File: config.mk
export PLATFORM = sky130hd
export DESIGN_NAME = ifft8_iter_core
export DESIGN_NICKNAME = d
export VERILOG_FILES = /design/src/rtl/ifft8_pkg.sv /design/src/rtl/butterfly_dif_inv.sv /design/src/rtl/ifft8_iter_core.sv
export SDC_FILE = /design/constraint.sdc
export NUM_CORES = 1
export LEC_CHECK = 0
export BUFFER_PORTS_ARGS = -buffer_cell sky130_fd_sc_hd__buf_2
export CAP_MARGIN = 20
export CELL_PAD_IN_SITES_DETAIL_PLACEMENT = 0
export CELL_PAD_IN_SITES_GLOBAL_PLACEMENT = 2
export CORE_ASPECT_RATIO = 0.75
export CORE_MARGIN = 1
export CORE_UTILIZATION = 36
export DETAILED_ROUTE_END_ITERATION = 7
export GPL_TIMING_DRIVEN = 0
export PLACE_DENSITY_LB_ADDON = 0.1
export SLEW_MARGIN = 5
export SYNTH_ARGS = -nofsm -noshare
export SYNTH_HDL_FRONTEND = slang
export SYNTH_SLANG_ARGS = --single-unit
File: constraint.sdc
create_clock -name clk -period 9.75 [get_ports clk]
set_input_delay 2.4375 -clock clk [delete_from_list [all_inputs] [get_ports clk]]
set_output_delay 2.4375 -clock clk [all_outputs]
set_load 0.02 [all_outputs]
File: src/rtl/ifft8_pkg.sv
// ifft8_pkg: shared constants, FSM states and helper functions for the 8-point inverse FFT
package ifft8_pkg;
  localparam int N = 8;
  localparam int LOG2N = 3;
  typedef enum logic [1:0] {LOAD, COMPUTE, UNLOAD} state_t;
  function automatic int isqrt(input int x);
    int r;
    r = 0;
    while ((r + 1) * (r + 1) <= x) r++;
    return r;
  endfunction
  function automatic int tw_re(input int t, input int decimal);
    int r;
    r = isqrt(1 << (2 * decimal - 1));
    return t == 0 ? (1 << decimal) : t == 1 ? r : t == 2 ? 0 : -r;
  endfunction
  function automatic int tw_im(input int t, input int decimal);
    int r;
    r = isqrt(1 << (2 * decimal - 1));
    return t == 0 ? 0 : t == 2 ? (1 << decimal) : r;
  endfunction
  function automatic logic [2:0] bitrev3(input logic [2:0] i);
    return {i[0], i[1], i[2]};
  endfunction
endpackage

File: src/rtl/butterfly_dif_inv.sv
// butterfly_dif_inv: scaled inverse DIF butterfly, o0=(a+b)/2, o1=((a-b)/2)*w with wrapping
module butterfly_dif_inv #(
  parameter int width = 8,
  parameter int decimal = 4
) (
  input  logic signed [width-1:0] a_re,
  input  logic signed [width-1:0] a_im,
  input  logic signed [width-1:0] b_re,
  input  logic signed [width-1:0] b_im,
  input  logic signed [width-1:0] w_re,
  input  logic signed [width-1:0] w_im,
  output logic signed [width-1:0] o0_re,
  output logic signed [width-1:0] o0_im,
  output logic signed [width-1:0] o1_re,
  output logic signed [width-1:0] o1_im
);
  logic signed [width:0] s_re, s_im, d_re, d_im;
  logic signed [width-1:0] dr, di;
  logic signed [2*width-1:0] p_rr, p_ii, p_ri, p_ir;
  // one extra bit for the sum/difference, halve, then full-width products rescaled by decimal
  always_comb begin
    s_re = {a_re[width-1], a_re} + {b_re[width-1], b_re};
    s_im = {a_im[width-1], a_im} + {b_im[width-1], b_im};
    d_re = {a_re[width-1], a_re} - {b_re[width-1], b_re};
    d_im = {a_im[width-1], a_im} - {b_im[width-1], b_im};
    o0_re = width'(s_re >>> 1);
    o0_im = width'(s_im >>> 1);
    dr = width'(d_re >>> 1);
    di = width'(d_im >>> 1);
    p_rr = {{width{dr[width-1]}}, dr} * {{width{w_re[width-1]}}, w_re};
    p_ii = {{width{di[width-1]}}, di} * {{width{w_im[width-1]}}, w_im};
    p_ri = {{width{dr[width-1]}}, dr} * {{width{w_im[width-1]}}, w_im};
    p_ir = {{width{di[width-1]}}, di} * {{width{w_re[width-1]}}, w_re};
    o1_re = width'(p_rr >>> decimal) - width'(p_ii >>> decimal);
    o1_im = width'(p_ri >>> decimal) + width'(p_ir >>> decimal);
  end
endmodule

File: src/rtl/ifft8_iter_core.sv
// ifft8_iter_core: iterative 8-point radix-2 DIF inverse FFT with serial load/unload streams
module ifft8_iter_core import ifft8_pkg::*; #(
  parameter int width = 8,
  parameter int decimal = 4
) (
  input  logic                    clk,
  input  logic                    rst_n,
  input  logic                    in_valid,
  output logic                    in_ready,
  input  logic signed [width-1:0] in_re,
  input  logic signed [width-1:0] in_im,
  output logic                    out_valid,
  input  logic                    out_ready,
  output logic signed [width-1:0] out_re,
  output logic signed [width-1:0] out_im,
  output logic                    out_last,
  output logic                    busy
);
  localparam logic signed [width-1:0] wr [4] = '{width'(tw_re(0, decimal)), width'(tw_re(1, decimal)),
                                                  width'(tw_re(2, decimal)), width'(tw_re(3, decimal))};
  localparam logic signed [width-1:0] wi [4] = '{width'(tw_im(0, decimal)), width'(tw_im(1, decimal)),
                                                  width'(tw_im(2, decimal)), width'(tw_im(3, decimal))};
  state_t state;
  logic [LOG2N-1:0] load_idx, out_idx;
  logic [3:0] c;
  logic signed [width-1:0] bank_re [N];
  logic signed [width-1:0] bank_im [N];
  logic [1:0] s, j, t;
  logic [2:0] i0, i1;
  logic signed [width-1:0] o0_re, o0_im, o1_re, o1_im;
  // butterfly addressing: stage s spans h=4>>s, twiddle step doubles each stage
  always_comb begin
    s = c[3:2];
    j = c[1:0];
    i0 = s == 2'd0 ? {1'b0, j} : s == 2'd1 ? {j[1], 1'b0, j[0]} : {j, 1'b0};
    i1 = i0 + (s == 2'd0 ? 3'd4 : s == 2'd1 ? 3'd2 : 3'd1);
    t = s == 2'd0 ? j : s == 2'd1 ? {j[0], 1'b0} : 2'd0;
  end
  butterfly_dif_inv #(.width(width), .decimal(decimal)) u_bfly (
    .a_re(bank_re[i0]), .a_im(bank_im[i0]), .b_re(bank_re[i1]), .b_im(bank_im[i1]),
    .w_re(wr[t]), .w_im(wi[t]),
    .o0_re(o0_re), .o0_im(o0_im), .o1_re(o1_re), .o1_im(o1_im)
  );
  assign out_re = out_valid ? bank_re[bitrev3(out_idx)] : '0;
  assign out_im = out_valid ? bank_im[bitrev3(out_idx)] : '0;
  // frame FSM: serial load, 12 in-place butterflies, bit-reversed read-out in natural order
  always_ff @(posedge clk or negedge rst_n) begin
    if (!rst_n) begin
      state <= LOAD;
      load_idx <= '0;
      out_idx <= '0;
      c <= '0;
      in_ready <= 1'b0;
      out_valid <= 1'b0;
      out_last <= 1'b0;
      busy <= 1'b0;
      for (int n = 0; n < N; n++) begin
        bank_re[n] <= '0;
        bank_im[n] <= '0;
      end
    end else begin
      case (state)
        LOAD: begin
          in_ready <= 1'b1;
          if (in_valid && in_ready) begin
            bank_re[load_idx] <= in_re;
            bank_im[load_idx] <= in_im;
            load_idx <= load_idx + 1'b1;
            if (load_idx == 3'd7) begin
              state <= COMPUTE;
              in_ready <= 1'b0;
              busy <= 1'b1;
            end
          end
        end
        COMPUTE: begin
          bank_re[i0] <= o0_re;
          bank_im[i0] <= o0_im;
          bank_re[i1] <= o1_re;
          bank_im[i1] <= o1_im;
          c <= c == 4'd11 ? 4'd0 : c + 4'd1;
          if (c == 4'd11) begin
            state <= UNLOAD;
            out_valid <= 1'b1;
          end
        end
        UNLOAD: begin
          if (out_ready) begin
            out_idx <= out_idx + 1'b1;
            out_last <= out_idx == 3'd6;
            if (out_idx == 3'd7) begin
              state <= LOAD;
              out_valid <= 1'b0;
              busy <= 1'b0;
              in_ready <= 1'b1;
            end
          end
        end
        default: state <= LOAD;
      endcase
    end
  end
endmodule

# --- Yosys cells after proc, flatten, opt, wreduce, memory -nomap -nowiden ---
# Cells that the tools add are included.
classes:
  addsub: 10
  multipliers: 4
  order_cmp: 8
  n_eq_ne: 12
  mux: 67
  bitwise: 5
  reduce_logical: 16
ops:
  columns: ["op", "count"]
  rows:
  - ["$bwmux W64", 6]
  - ["$pmux W64 S2", 2]
  - ["$mux W8", 21]
  - ["$bmux W8 S3", 6]
  - ["$mux W64", 2]
  - ["$demux W8 S3", 3]
  - ["$mul A8 B8 Y12", 4]
  - ["$bmux W8 S2", 2]
  - ["$add A8 B8 Y9", 2]
  - ["$mux W2", 9]
  - ["$sub A8 B8 Y9", 2]
  - ["$ge A4 B4 Y1 const B", 4]
  - ["$not A3 Y4", 4]
  - ["$lt A4 B1 Y1 const B", 3]
  - ["$ne A2 B2 Y1 const B", 5]
  - ["$reduce_and A5 Y1", 2]
  - ["$eq A3 B3 Y1 const B", 3]
  - ["$mux W1", 9]
  - ["$add A8 B8 Y8", 1]
  - ["$sub A8 B8 Y8", 1]
  - ["$add A3 B1 Y3 const B", 2]
  - ["$mux W3", 2]
  - ["$pmux W1 S2", 3]
  - ["$pmux W2 S3", 1]
  - ["14 further kinds", 23]
word_totals:
  ff_bits: 144
  inputBits: 20
  elab_cells: 146

# --- Longest topological paths before layout ---
# Gate-level depths: netlist (run 1).
depth:
  ltp_word: 13
  ltp_mapped: 50
  mapped_depth_nobuf: 44

# --- Modules after synthesis ---
# From an unflattened synthesis (run 1), not the netlist that was laid out.
hier_totals:
  cells_unflattened: 2318
  hier_area_um2: 20623.5
modules_own_cells:
  columns: ["module", "n_inst", "cells_per_inst", "area_per_inst_um2", "seq_area_each_um2"]
  rows:
  - ["ifft8_iter_core", 1, 1190, 11339.6, 3603.5]
  - ["butterfly_dif_inv", 1, 1128, 9283.9, 0.0]

# --- Worst setup path before layout (run 1) ---
# No wires, ideal clock.
synth_path:
  path_type: "flip-flop to flip-flop"
  start: "reg c[1]"
  end: "reg bank_re[31] (netlist name)"
  arrival_time_ps: 9861
  required_time_ps: 9620
  slack_ps: -241
  stages_incl_launch_ff: 44
  n_path_buf: 8
  cell_sequence: "dfrtp_1 -> buf_4 -> clkbuf_1 -> buf_1 -> a21boi_0 -> fa_1 -> buf_2 -> buf_1 -> buf_1 -> clkbuf_1 -> nor3_1 -> a21oi_1 -> nor2_1 -> a221oi_1 -> ha_1 -> buf_2 -> o21ai_0 -> nand2_1 -> [8 not listed] -> inv_1 -> fa_1 -> inv_1 -> fa_1 -> inv_1 -> ha_1 -> a21oi_1 -> o21bai_1 -> a21oi_1 -> xnor2_1 -> ha_1 -> o41ai_1 -> xor2_1 -> xnor2_1 -> xnor2_1 -> xor2_2 -> a221oi_1 -> nor3_2"
synth_between:
  elab_chain_len: 11
  word_cells_on_any_way: 43
  classes_between: "add/sub (5); mul (2); order compare (4); mux (27); bitwise (3); reduce/logical (2)"
synth_lines:
  columns: ["item", "line_no", "rtl"]
  rows:
  - ["start: declaration", "ifft8_iter_core.sv:25", "logic [3:0] c;"]
  - ["start signal: assignment", "ifft8_iter_core.sv:81", "c <= c == 4'd11 ? 4'd0 : c + 4'd1;"]
  - ["$mux W3", "ifft8_iter_core.sv:35", "i0 = s == 2'd0 ? {1'b0, j} : s == 2'd1 ? {j[1], 1'b0, j[0]} : {j, 1'b0};"]
  - ["$add A3 B3 Y3", "ifft8_iter_core.sv:36", "i1 = i0 + (s == 2'd0 ? 3'd4 : s == 2'd1 ? 3'd2 : 3'd1);"]
  - ["$not A3 Y4 (implied by the code)", "ifft8_iter_core.sv:40, ifft8_iter_core.sv:79", null]
  - ["$bmux W8 S3", "ifft8_iter_core.sv:40", ".a_re(bank_re[i0]), .a_im(bank_im[i0]), .b_re(bank_re[i1]), .b_im(bank_im[i1]),"]
  - ["$mux W8 (implied by the code) (2 in a row)", "ifft8_iter_core.sv:40", null]
  - ["$sub A8 B8 Y9 (on tied branches)", "butterfly_dif_inv.sv:24, butterfly_dif_inv.sv:25", null]
  - ["$mul A8 B8 Y12 (on tied branches)", "butterfly_dif_inv.sv:30, butterfly_dif_inv.sv:31", null]
  - ["$sub A8 B8 Y8", "butterfly_dif_inv.sv:34", "o1_re = width'(p_rr >>> decimal) - width'(p_ii >>> decimal);"]
  - ["$bwmux W64 *", "ifft8_iter_core.sv:79", "bank_re[i1] <= o1_re;"]
  - ["$pmux W64 S2 *", "ifft8_iter_core.sv:62", "case (state)"]
  - ["end signal: indexed assignment", "ifft8_iter_core.sv:66", "bank_re[load_idx] <= in_re;"]
  - ["end signal: indexed assignment", "ifft8_iter_core.sv:77", "bank_re[i0] <= o0_re;"]
  - ["end signal: indexed assignment", "ifft8_iter_core.sv:79", null]
  - ["end: declaration", "ifft8_iter_core.sv:26", "logic signed [width-1:0] bank_re [N];"]
# Mark *: on every way between the ends. The rest lies on a longest branch, timed or not. The select of a mux whose other input is x is not followed.
# A chain may end at the register's enable or synchronous reset.

# --- Final worst setup path (run 1) ---
layout_path:
  start: "reg c[3]"
  end: "reg bank_re[23] (netlist name)"
layout_between:
  elab_chain_len: 13
  word_cells_on_any_way: 49
  classes_between: "add/sub (5); mul (2); order compare (4); eq/ne (1); mux (31); bitwise (3); reduce/logical (3)"
layout_lines:
  columns: ["item", "line_no"]
  rows:
  - ["$eq A2 B1 Y1", "ifft8_iter_core.sv:35, ifft8_iter_core.sv:36, ifft8_iter_core.sv:37"]
  - ["$mux W2 (on tied branches)", "ifft8_iter_core.sv:35, ifft8_iter_core.sv:36"]
  - ["$mux W3 (on tied branches)", "ifft8_iter_core.sv:35, ifft8_iter_core.sv:36"]
  - ["$add A3 B3 Y3", "ifft8_iter_core.sv:36"]
  - ["$not A3 Y4 (implied by the code)", "ifft8_iter_core.sv:40, ifft8_iter_core.sv:79"]
  - ["$bmux W8 S3", "ifft8_iter_core.sv:40"]
  - ["$mux W8 (implied by the code) (2 in a row)", "ifft8_iter_core.sv:40"]
  - ["$sub A8 B8 Y9 (on tied branches)", "butterfly_dif_inv.sv:24, butterfly_dif_inv.sv:25"]
  - ["$mul A8 B8 Y12 (on tied branches)", "butterfly_dif_inv.sv:30, butterfly_dif_inv.sv:31"]
  - ["$sub A8 B8 Y8", "butterfly_dif_inv.sv:34"]
  - ["$bwmux W64 *", "ifft8_iter_core.sv:79"]
  - ["$pmux W64 S2 *", "ifft8_iter_core.sv:62"]
# Marks and branches as above.

==> results of run 1 <==
[timing repair]
item / in CTS / in global routing
pin swaps: 33 / 67
setup buffers: 38 / 46
endpoints found under the setup margin: 128 / 67
resized for setup: 159 / 132
gates cloned: 2 / 2
[cell families after synthesis]
group,after synthesis,share of synthesized area
DFF,144,0.1984
adders and majority gates,252,0.2153
xor gates and xnor gates,93,0.04802
and+or+nand+nor,618,0.1613
muxes,69,0.06937
buffers and inverters,413,0.08618
AOI/OAI and AO/OA,613,0.2213
[cells in the final DEF (no fill, tap or decap), drive strengths merged, types with 69 or more instances in the layout]
cell	netlist	layout
a21oi	117	117
buf	27	182
clkbuf	124	129
dfrtp	144	144
fa	101	101
ha	151	151
inv	261	262
nand2	159	159
nor2	190	190
nor3	69	69
o21ai	159	159
xnor2	74	74
[critical path, delay by kind of cell (launching register included)]
| family | cells | cell delay [ns] |
|---|---|---|
| compound gates | 8 | 1.96 |
| flops | 1 | 0.37 |
| fa+ha+maj | 7 | 3.20 |
| xor+xnor | 5 | 1.01 |
| simple gates | 3 | 1.18 |
| buf+inv | 11 | 1.79 |
[per-layer routing]
| metal | wire length, um | up-vias | part of all wire | GRT usage |
|---|---|---|---|---|
| met5 | 0 | - | 0 | 0 |
| met4 | 3890 | 0 | 0.041 | 0.1449 |
| met3 | 14610 | 238 | 0.15 | 0.1725 |
| met2 | 34800 | 1402 | 0.36 | 0.4488 |
| met1 | 42370 | 9611 | 0.44 | 0.5463 |
| li1 | - | 8069 | - | - |
[final cells by class]
class	instances	area, um2
Buffer	143	893.4
Multi-Input combinational cell	1645	13870
Clock buffer	19	452.9
Fill cell	4898	27240
Clock inverter	13	185.2
Tap cell	648	810.8
Timing Repair Buffer	152	1246
Sequential cell	144	3606
Antenna cell	5	12.51
Inverter	262	988.4
[flip-flops by register name, summed over array words and instances (netlist names)]
register and flops:
bank_re 64, load_idx 3, bank_im 64, in_ready 1, busy 1, out_valid 1, c 4, state 2
out_last 1, out_idx 3
[per-stage QoR]
| stage | utilization | setup slack, ns |
|---|---|---|
| floorplan | - | 0.001525 |
| global placement | 0.3888 | -3.310 |
| detailed placement | 0.3933 | -3.218 |
| CTS | 0.4263 | 0.002044 |
| global route | 0.4472 | -0.09901 |
| finish | 0.4475 | 0.09931 |
[worst max path at each step]
stage	start	end	slack (ns)	cells past startpoint
3_5_place_dp	c[1]$_DFFE_PN0P_	bank_re[47]$_DFFE_PN0P_	-3.22	42
5_1_grt	c[3]$_DFFE_PN0P_	bank_re[23]$_DFFE_PN0P_	-0.1	46
3_3_place_gp	c[1]$_DFFE_PN0P_	bank_re[31]$_DFFE_PN0P_	-3.31	42
2_1_floorplan	c[3]$_DFFE_PN0P_	bank_re[31]$_DFFE_PN0P_	0.002	45
4_1_cts	c[3]$_DFFE_PN0P_	bank_im[31]$_DFFE_PN0P_	0.002	45
6_report	c[3]$_DFFE_PN0P_	bank_re[23]$_DFFE_PN0P_	0.1	34
==> flow_metrics.env, run 1 <==
export IMPL_cp_end_kind="flop"
export IMPL_routed_wl_um=95670
export IMPL_synthCells=2202
export IMPL_synth_cell_area_um2=18160
export IMPL_cell_with_the_biggest_individual_delay_on_the_critical_path="sky130_fd_sc_hd__nor3_1"
export IMPL_die_width_um=261.4
export IMPL_layout_min_cycle_time_ns=9.651
export IMPL_cts_sink_count=144
export IMPL_grt_pass1_vias=18260
export IMPL_synth_edf_count=0
export IMPL_r2r_slack_ns=0.1
export IMPL_pin_count=40
export IMPL_row_count=70
export IMPL_grt_use_total=0.3701
export IMPL_synth_flop_cell="sky130_fd_sc_hd__dfrtp_1"
export IMPL_drive_above_1_share=0.1880
export IMPL_slew_violations=0
export IMPL_clk_pin_slew_ns=0.07
export IMPL_timing_hold_worst_path_depth=2
export IMPL_start_util=0.3683
export IMPL_route_detailed_wl_per_inst_um=31.56
export IMPL_place_port_buffers=38
export IMPL_placeableCoreArea_um2=49310
export IMPL_synthMostInstantiatedCell="sky130_fd_sc_hd__inv_1"
export IMPL_dp_hpwl_um=72630
export IMPL_number_of_cts_inserted_buffers=17
export IMPL_synth_avg_cell_area_um2=8.248
export IMPL_synth_seq_cells=144
export IMPL_regToRegStartpoint="c[3]$_DFFE_PN0P_"
export IMPL_run_status="finished with violations"
export IMPL_cts_root_buf="sky130_fd_sc_hd__clkbuf_16"
export IMPL_synth_top_cell_by_area="sky130_fd_sc_hd__dfrtp_1"
export IMPL_report_final_hold_viol_count=0
export IMPL_post_route_period_util=0.9898
export IMPL_timing_fmax_mhz=103.6
export IMPL_timing_hold_ws_ns=0.4860
export IMPL_syn2layout_area_growth_pct=21.49
export IMPL_clock_tree_from_tritoncts="yes"
export IMPL_clk_insertion_delay_late_ns=0.47
export IMPL_postSynthNetCount=2474
export IMPL_synth_cells_most_frequent="sky130_fd_sc_hd__inv_1 (261), sky130_fd_sc_hd__nor2_1 (189), sky130_fd_sc_hd__nand2_1 (159), sky130_fd_sc_hd__ha_1 (151), sky130_fd_sc_hd__o21ai_0 (145)"
export IMPL_synth_cell_type_count=75
export IMPL_max_slew_worst_pin_slew_ns=1.318
export IMPL_place_inst=2905
export IMPL_drt_antenna_violating_nets=0
export IMPL_drtIter0Drc=3169
export IMPL_post_route_drc_count=4
export IMPL_critical_path_max_fanout=10
export IMPL_die_outline_area_um2=51360
export IMPL_r2r_end="bank_re[23]$_DFFE_PN0P_"
export IMPL_largest_stage_delay_worst_path_ns=0.70
export IMPL_grt_first_pass_wirelength_um=134400
export IMPL_crit_type="reg -> reg"
export IMPL_fin_area_um2=22060
export IMPL_yosys_area_top_type_share=0.1984
export IMPL_async_flop_share=1.000
export IMPL_hp_class="reg -> reg"
export IMPL_rsz_0062_raised_after_global_routing="yes"
export IMPL_setup_viol=0
export IMPL_layoutNonFillerInstCount=3031
export IMPL_fin_skew_ns=0.01028
export IMPL_hold_path_end="out_last$_DFFE_PN0P_"
export IMPL_hold_start="out_last$_DFFE_PN0P_"
export IMPL_max_slew_margin=0.1216
export IMPL_worst_ep_arrival_time_ns=10.00
export IMPL_r2r_cells=34
export IMPL_placedInstanceArea_um2=19390
export IMPL_count_of_nets_after_finishing=2637
export IMPL_dr_total_vias=19320
export IMPL_postCtsHoldBufs=0
export IMPL_setup_worst_path_start_class="flop"
export IMPL_cts_path_max_buffers=2
export IMPL_drt_vias_per_instance=6.374
export IMPL_grt_antenna_before_repair=7
export IMPL_htreeDepth=4
export IMPL_drt_pass1_iter_count=8
export IMPL_gp_routability_congestion=1.085
export IMPL_gr_total_overflow=0
export IMPL_die_h_um=196.5
export IMPL_fin_tns_setup_ns=0
export IMPL_synthTopCellsByArea="sky130_fd_sc_hd__dfrtp_1 (20%), sky130_fd_sc_hd__fa_1 (11%), sky130_fd_sc_hd__ha_1 (10%)"
export IMPL_cp_data_required_time_ns=10.10
export IMPL_yosys_warning_count=0
export IMPL_maximum_number_of_pins_on_one_net_before_global_route_repair=75
export IMPL_synth_seq_area_share=0.1984
export IMPL_cap_viol_max_count=0
export IMPL_violations_in_the_final_reports="DRC"
Power of run 1 is left out: the tool's default activity adds up to more than one toggle a clock period on the data nets, which glitch-free logic cannot reach.
==> inputs of run 2 (changes only) <==
- CORE_UTILIZATION: 36 -> 40
- clock period: 9.75 -> 9.8 ns (I/O delays scaled with it)
==> flow_metrics.env, run 2 (synthesized netlist as in run 1, its figures left out) <==
export IMPL_grt_use_total=0.4089
export IMPL_htreeDepth=4
export IMPL_cap_viol_max_count=0
export IMPL_gp_routability_congestion=1.041
export IMPL_setup_worst_path_start_class="flop"
export IMPL_drt_pass1_iter_count=8
export IMPL_slew_violations=0
export IMPL_die_h_um=186.5
export IMPL_final_common_cell="sky130_fd_sc_hd__inv_1"
export IMPL_syn2layout_area_growth_pct=22.12
export IMPL_drt_vias_per_instance=6.543
export IMPL_hold_path_end="busy$_DFFE_PN0P_"
export IMPL_critical_path_n_buffers_inverters=9
export IMPL_fin_skew_ns=0.01047
export IMPL_clk_pin_slew_ns=0.07
export IMPL_path_delay_family="adder cells"
export IMPL_drtIter0Drc=3034
export IMPL_place_inst=2845
export IMPL_r2r_cells=40
export IMPL_postCtsHoldBufs=0
export IMPL_largest_stage_delay_worst_path_ns=0.83
export IMPL_die_width_um=248.1
export IMPL_maximum_number_of_pins_on_one_net_before_global_route_repair=81
export IMPL_placeableCoreArea_um2=44770
export IMPL_count_of_nets_after_finishing=2632
export IMPL_layout_min_cycle_time_ns=9.604
export IMPL_cts_path_max_buffers=2
export IMPL_r2r_end="bank_re[31]$_DFFE_PN0P_"
export IMPL_cts_root_buf="sky130_fd_sc_hd__clkbuf_16"
export IMPL_number_of_cts_inserted_buffers=17
export IMPL_fin_ws_ns=0.1961
export IMPL_critical_path_max_fanout=10
export IMPL_regToRegStartpoint="c[3]$_DFFE_PN0P_"
export IMPL_fin_tns_setup_ns=0
export IMPL_max_slew_margin=0.1248
export IMPL_setup_viol=0
export IMPL_die_outline_area_um2=46270
export IMPL_cp_data_required_time_ns=10.15
export IMPL_dp_hpwl_um=71570
export IMPL_grt_pass1_vias=18250
export IMPL_timing_hold_worst_path_depth=2
export IMPL_hold_start="busy$_DFFE_PN0P_"
export IMPL_post_route_period_util=0.9800
export IMPL_max_slew_worst_pin_slew_ns=1.313
export IMPL_routed_wl_um=95220
export IMPL_run_status="finished clean"
export IMPL_place_port_buffers=38
export IMPL_row_count=67
export IMPL_clock_tree_from_tritoncts="yes"
export IMPL_cts_sink_count=144
export IMPL_grt_antenna_before_repair=2
export IMPL_report_final_hold_viol_count=0
export IMPL_cell_with_the_biggest_individual_delay_on_the_critical_path="sky130_fd_sc_hd__clkbuf_1"
export IMPL_drive_above_1_share=0.1947
export IMPL_worst_path_stages=40
export IMPL_top_regs="bank_im: 64 flops, bank_re: 64 flops, c: 4 flops"
export IMPL_r2r_slack_ns=0.20
export IMPL_drt_antenna_violating_nets=0
export IMPL_route_detailed_wl_per_inst_um=32.14
export IMPL_layoutNonFillerInstCount=2963
export IMPL_grt_first_pass_wirelength_um=133700
export IMPL_post_place_ws_ns=-3.903
export IMPL_crit_type="reg -> reg"
export IMPL_timing_fmax_mhz=104.1
export IMPL_hp_class="reg -> reg"
export IMPL_worst_ep_arrival_time_ns=9.96
export IMPL_gr_total_overflow=0
export IMPL_pin_count=40
export IMPL_clk_insertion_delay_late_ns=0.47
export IMPL_cp_end_kind="flop"
export IMPL_commonest_cells_after_routing_fill_and_taps_aside="sky130_fd_sc_hd__inv_1 (247), sky130_fd_sc_hd__nor2_1 (171), sky130_fd_sc_hd__nand2_1 (155), sky130_fd_sc_hd__o21ai_0 (142), sky130_fd_sc_hd__dfrtp_1 (142)"
export IMPL_start_util=0.4057
export IMPL_dr_total_vias=19390
export IMPL_post_route_drc_count=0
-- run 2: metrics by stage --
step | hold slack (ns) | cell area, um2 | utilization
CTS | 0.4794 | 21050 | 0.4703
global route | 0.5230 | 22170 | 0.4953
floorplan | 0.4580 | 18170 | -
finish | 0.4755 | 22180 | 0.4955
detailed placement | 0.4646 | 19330 | 0.4319
global placement | 0.4541 | 19090 | 0.4264
-- run 2: area by class of cell --
type                    instances  area [um2]
flip-flops and latches        144        3606
fillers                      4421       22590
diodes                          4       10.01
plain buffers                 144       910.9
repair buffers                146        1185
clock inverters                14       261.5
well taps                     586       733.2
inverters                     262       985.9
clock buffers                  18       429.2
multi-input cells            1645       14060
-- run 2: worst reg2reg max path, delay by kind of cell (launching register included) --
family / cells / cell delay (ns)
compound gates: 10 / 1.80
xor+xnor: 6 / 1.16
fa+ha+maj: 7 / 2.96
buf+inv: 9 / 1.59
flops: 1 / 0.40
simple gates: 8 / 1.59
-- run 2: how the worst max path moves through the flow --
stage	slack, ns	to	startpoint
after detailed placement	-3.90	bank_re[39]$_DFFE_PN0P_	c[1]$_DFFE_PN0P_
after global placement	-4.14	bank_im[14]$_DFFE_PN0P_	c[1]$_DFFE_PN0P_
final	0.20	bank_re[31]$_DFFE_PN0P_	c[3]$_DFFE_PN0P_
after floorplan	0.01	bank_re[31]$_DFFE_PN0P_	c[1]$_DFFE_PN0P_
after global routing	-0.06	bank_im[7]$_DFFE_PN0P_	c[3]$_DFFE_PN0P_
after CTS	0.0008	bank_re[39]$_DFFE_PN0P_	c[3]$_DFFE_PN0P_
-- run 2: what timing repair did --
action,in CTS,in global routing
resized for setup,192,146
buffers inserted,30,52
endpoints found under the hold margin,0,0
gates cloned,0,3
pin swaps,30,73
endpoints found under the setup margin,128,75
-- run 2: per-layer routing --
| metal | vias up | part of all wire | global-route usage |
|---|---|---|---|
| met5 | - | 0.00065 | 0.01050 |
| met4 | 2 | 0.039 | 0.1258 |
| met3 | 258 | 0.16 | 0.1861 |
| met2 | 1460 | 0.36 | 0.5014 |
| met1 | 9609 | 0.44 | 0.6163 |
| li1 | 8059 | - | - |
Power of run 2 is left out for the same reason.
